<file path="config.mk">
export PLATFORM = sky130hd
export DESIGN_NAME = imm_extend_stage
export DESIGN_NICKNAME = d
export VERILOG_FILES = /design/src/rtl/imm_extend_stage.sv
export SDC_FILE = /design/constraint.sdc
export NUM_CORES = 1
export LEC_CHECK = 0
export ABC_AREA = 1
export ABC_CLOCK_PERIOD_IN_PS = 1440
export BUFFER_PORTS_ARGS = -buffer_cell sky130_fd_sc_hd__clkbuf_2
export CORE_UTILIZATION = 45
export DETAILED_ROUTE_END_ITERATION = 16
export PLACE_DENSITY = 0.7
export SYNTH_ARGS = -nofsm -noshare
export SYNTH_HDL_FRONTEND = slang
export SYNTH_SLANG_ARGS = --single-unit
</file>
<file path="constraint.sdc">
create_clock -name clk_i -period 1.44 [get_ports clk_i]
set_input_delay 0.288 -clock clk_i [delete_from_list [all_inputs] [get_ports clk_i]]
set_output_delay 0.288 -clock clk_i [all_outputs]
set_load 0.01 [all_outputs]
</file>
<file path="src/rtl/imm_extend_stage.sv">
// Pipelined immediate extender (sign/zero/upper/branch) behind a valid/ready handshake.
// Define IMM_EXT_SKID_EN to add the skid register and a registered in_ready_o.
module imm_extend_stage #(
   parameter int IN_W  = 16,
   parameter int OUT_W = 32,
   parameter int SHIFT = 2
) (
   input  logic             clk_i,
   input  logic             rst_i,
   input  logic             in_valid_i,
   output logic             in_ready_o,
   input  logic [IN_W-1:0]  data_i,
   input  logic [1:0]       mode_i,
   output logic             out_valid_o,
   input  logic             out_ready_i,
   output logic [OUT_W-1:0] data_o
);

   typedef enum logic [1:0] {
      ST_EMPTY = 2'd0,
      ST_ONE   = 2'd1,
      ST_FULL  = 2'd2
   } state_t;

   localparam logic [1:0] MODE_SIGN   = 2'b00;
   localparam logic [1:0] MODE_ZERO   = 2'b01;
   localparam logic [1:0] MODE_UPPER  = 2'b10;
   localparam logic [1:0] MODE_BRANCH = 2'b11;

   logic [OUT_W-1:0] sext_val;
   logic [OUT_W-1:0] zext_val;
   logic [OUT_W-1:0] upper_val;
   logic [OUT_W-1:0] branch_val;
   logic [OUT_W-1:0] ext_val;

   state_t           state_reg;
   state_t           state_next;
   logic [OUT_W-1:0] main_reg;
   logic [OUT_W-1:0] main_next;
   logic             in_xfer;
   logic             out_xfer;

   // Per-bit construction keeps the IN_W == OUT_W case free of zero-width replications.
   genvar gi;
   generate
      for (gi = 0; gi < OUT_W; gi++) begin : g_ext
         if (gi < IN_W) begin : g_low
            assign sext_val[gi] = data_i[gi];
            assign zext_val[gi] = data_i[gi];
         end else begin : g_high
            assign sext_val[gi] = data_i[IN_W-1];
            assign zext_val[gi] = 1'b0;
         end
         if (gi >= OUT_W - IN_W) begin : g_up
            assign upper_val[gi] = data_i[gi-(OUT_W-IN_W)];
         end else begin : g_up_zero
            assign upper_val[gi] = 1'b0;
         end
      end
   endgenerate

   assign branch_val = sext_val << SHIFT;

   always_comb begin
      ext_val = sext_val;
      case (mode_i)
         MODE_SIGN:   ext_val = sext_val;
         MODE_ZERO:   ext_val = zext_val;
         MODE_UPPER:  ext_val = upper_val;
         MODE_BRANCH: ext_val = branch_val;
         default:     ext_val = sext_val;
      endcase
   end

   assign out_valid_o = (state_reg != ST_EMPTY);
   assign data_o      = main_reg;
   assign in_xfer     = in_valid_i && in_ready_o;
   assign out_xfer    = out_valid_o && out_ready_i;

`ifdef IMM_EXT_SKID_EN
   logic [OUT_W-1:0] skid_reg;
   logic [OUT_W-1:0] skid_next;
   logic             in_ready_reg;

   // Ready comes straight from a flop, so out_ready_i never reaches in_ready_o.
   assign in_ready_o = in_ready_reg;

   always_comb begin
      state_next = state_reg;
      main_next  = main_reg;
      skid_next  = skid_reg;
      case (state_reg)
         ST_EMPTY: begin
            if (in_xfer) begin
               main_next  = ext_val;
               state_next = ST_ONE;
            end
         end
         ST_ONE: begin
            if (in_xfer && out_xfer) begin
               main_next = ext_val;
            end else if (in_xfer) begin
               skid_next  = ext_val;
               state_next = ST_FULL;
            end else if (out_xfer) begin
               state_next = ST_EMPTY;
            end
         end
         ST_FULL: begin
            if (out_xfer) begin
               main_next  = skid_reg;
               state_next = ST_ONE;
            end
         end
         default: state_next = ST_EMPTY;
      endcase
   end

   always_ff @(posedge clk_i or negedge rst_i) begin
      if (!rst_i) begin
         state_reg    <= ST_EMPTY;
         main_reg     <= '0;
         skid_reg     <= '0;
         in_ready_reg <= 1'b1;
      end else begin
         state_reg    <= state_next;
         main_reg     <= main_next;
         skid_reg     <= skid_next;
         in_ready_reg <= (state_next != ST_FULL);
      end
   end
`else
   // Without a skid slot, accept only when the main register is free or draining now.
   assign in_ready_o = !out_valid_o || out_ready_i;

   always_comb begin
      state_next = state_reg;
      main_next  = main_reg;
      case (state_reg)
         ST_EMPTY: begin
            if (in_xfer) begin
               main_next  = ext_val;
               state_next = ST_ONE;
            end
         end
         ST_ONE: begin
            if (in_xfer) begin
               main_next = ext_val;
            end else if (out_xfer) begin
               state_next = ST_EMPTY;
            end
         end
         default: state_next = ST_EMPTY;
      endcase
   end

   always_ff @(posedge clk_i or negedge rst_i) begin
      if (!rst_i) begin
         state_reg <= ST_EMPTY;
         main_reg  <= '0;
      end else begin
         state_reg <= state_next;
         main_reg  <= main_next;
      end
   end
`endif

endmodule
</file>
==> impl_summary.log <==
[metrics] status: finished, final reports clean
[metrics] DIE AREA: 4000 um2
[metrics] 1st-pass router iterations: 4
[metrics] placeable core region: 3468 um2
[metrics] synthesized cell area: 1688 um2
[metrics] HP Class: input port to flip-flop
[metrics] Max stage delay on crit path: 390 ps
[metrics] number of sinks handled by clock tree synthesis: 33
[metrics] remaining antenna violation count: 0
[metrics] All-Layer GR Usage: 20.97%
[metrics] cts repair resizes: 0
[metrics] post-route setup TNS: 0 ps
[metrics] Remaining DRCs: 0
[metrics] buffer levels on the longest clock path: 2
[metrics] root buffer cell: clkbuf_8
[metrics] clock buffers created by TritonCTS: 5
[metrics] CTS tree: yes
[metrics] nature of the critical path endpoint: flip-flop
[metrics] RSZ-0062 raised after global routing: no
[metrics] final hold violations: 0
[metrics] critical path's most frequent cell: nand2_1
[metrics] Die Ht: 63.25 um
[metrics] Area growth syn-to-layout: 22.39%
[metrics] met2 GRT Util: 33.60%
[metrics] Largest delay share family, worst path: simple AND/OR/NAND/NOR gates
[metrics] max cap viols: 0
[metrics] Mapped Cells: 228
[metrics] share of the cycle needed by the critical path after routing: 84.75%
[metrics] data arrival at the endpoint of the critical path: 1440 ps
[metrics] IO Port Bufs: 55
[metrics] most common cell after layout, fill and taps aside: nand2_1
[metrics] largest driver fanout on the critical path: 29
[metrics] transition at the pin with the smallest max-transition slack: 416.1 ps
[metrics] residual overflow from global routing: 0
[metrics] average wire length per cell after detail routing: 11.38 um
[metrics] post-synthesis cell type count: 15
[metrics] Worst Path Class, Setup: flip-flop to flip-flop
[metrics] antenna violations before repair: 0
[metrics] fill cell instance count of the final layout: 351
[metrics] Core Rows: 21
[metrics] final core occ: 59.56%
[metrics] die outline width: 63.25 um
[metrics] boundary pin count: 56
[metrics] required time of the worst setup path: 1660 ps
[metrics] detailed-route vias per instance: 4.739
[metrics] Buf+Inv Stages, Crit Path: 2
[metrics] PD cells: 1155 nW/um2
[metrics] largest net degree at the start of global routing: 30
[metrics] diode insertion count for antenna repair: 0
[metrics] worst-case register-to-register setup slack: 220 ps
[metrics] HPWL Detailed: 2780 um
[metrics] cell area after layout: 2066 um2
[metrics] static leakage: 0.001258 uW
[metrics] Placed Area: 1954 um2
[metrics] crit path time final: 1220 ps
[metrics] NumNets Final: 304
[metrics] routed wire length: 3745 um
[metrics] Max Freq: 0.8194 GHz
[metrics] Fin Clk Skew: 2.437 ps
[metrics] critical path startpoint category: flip-flop
[metrics] number of flip-flops under the largest register name: 32
[metrics] hold buffer count at CTS: 1
[metrics] met3 Track Usage GR: 5.254%
[metrics] number of design-rule violations left by the first detailed-router iteration: 68
[metrics] Max H-tree Level: 2
[metrics] total of flip-flops plus latches after synthesis: 33
[metrics] met1 track demand over resource in global routing: 26.82%
[metrics] number of buffers inserted to repair setup after CTS: 0
[metrics] commonest non-fill, non-tap cells in the layout: nand2_1, clkbuf_2, dfrtp_1, nand3_1, clkbuf_8
[metrics] Relative slew margins: 72.26%
[metrics] RD Place Congestion: 0.8312
[metrics] sequential fraction of the synthesis area: 48.93%
[metrics] share of post-route cells with drive strength above 1: 26.15%
[metrics] via count of the first global-routing pass: 1,414
[metrics] worst path cell trace: nand2_2, nand2_4, inv_1, buf_4, nand2_1, nand2_1
[metrics] vias: 1,559
[metrics] number of failing setup endpoints in the final timing report: 0
[metrics] initial core utilization: 48.67%
[metrics] synthesized net count: 250
[metrics] Warnings, synthesis: 0
[metrics] syn avg cell area: 7.403 um2
[metrics] fin. max-slew vios: 0
[metrics] VDD IR-drop max: 629.4 uV
[metrics] critical-path cell with the highest stage delay: dfrtp_1
[metrics] clock transition time at the flip-flop clock pins of the worst setup and hold paths: 60 ps
[metrics] peak-usage layer in the global routing report: met2
[metrics] worst skew pair latency: 280 ps
[metrics] wire length of the first global-routing pass: 6458 um
## layer usage
metal,vias up,part of all wire [%]
li1,816,-
met1,687,46
met2,48,47
met3,8,5.6
met4,0,1.7
met5,-,0
## layout make-up
type,count,area [um2],share of cell area [%]
Sequential cell,33,825.8,39.98
Multi-Input combinational cell,176,730.7,35.37
Inverter,6,22.52,1.090
Tap cell,46,57.56,2.786
Clock inverter,1,5.005,0.2423
Timing Repair Buffer,60,327.8,15.87
Clock buffer,7,96.34,4.664
## cells in the mapped netlist
| cell type | instances | share of area, % |
|---|---|---|
| buf_2 | 3 | 0.89 |
| inv_1 | 3 | 0.67 |
| buf_6 | 6 | 4.0 |
| o21ai_0 | 2 | 0.59 |
| nand3_4 | 1 | 1.0 |
| clkbuf_1 | 1 | 0.22 |
| nand3_1 | 31 | 9.2 |
| nor2_1 | 1 | 0.22 |
| o21ai_1 | 2 | 0.59 |
| nand2_1 | 136 | 30 |
| inv_2 | 3 | 0.67 |
| nand2_2 | 2 | 0.74 |
| nand2_4 | 1 | 0.67 |
| dfrtp_1 | 33 | 49 |
| buf_4 | 3 | 1.3 |
## final timing paths
check	from	endpoint	cells past startpoint
setup / recovery	state_reg[0]	data_o[29]	6
hold / removal	in_valid_i	state_reg[0]	3
setup reg to reg	state_reg[0]	data_o[29]	6
hold reg to reg	data_o[24]	data_o[24]	2
max in group asynchronous	rst_i	data_o[10]	3
min in group asynchronous	rst_i	state_reg[0]	2
## metrics by stage
step | setup slack [ps] | hold WS, ps | power (uW) | instances
after detailed placement | 216.7 | 242.2 | 1659 | 320
after CTS | 218.3 | 246.4 | 2415 | 329
after global routing | 101.7 | 270.2 | 2528 | 329
after floorplan | 304.1 | -7.591 | 1433 | 228
final | 219.7 | 246.7 | 2386 | 329
after global placement | 220.0 | 238.4 | 1650 | 320
## logic make-up (layout without fill, tap and decap cells)
group / after synthesis / after routing / synth area share, %
and+or+nand+nor: 172 / 172 / 42.11
buffers and inverters: 19 / 74 / 7.783
AOI/OAI and AO/OA: 4 / 4 / 1.186
DFF: 33 / 33 / 48.93
## where the power goes
group / leakage [uW] / switching, uW / internal, uW / total [uW]
Clock: 0.0000542 / 316 / 431 / 747
Combinational: 0.000784 / 317 / 204 / 521
Sequential: 0.000420 / 67.0 / 1050 / 1120
## tightest hold or removal path: stages
cell      delay [ps]
clkbuf_2         110
inv_1             50
nand2_1           40
No activity file was read; power rests on OpenSTA's default activity.
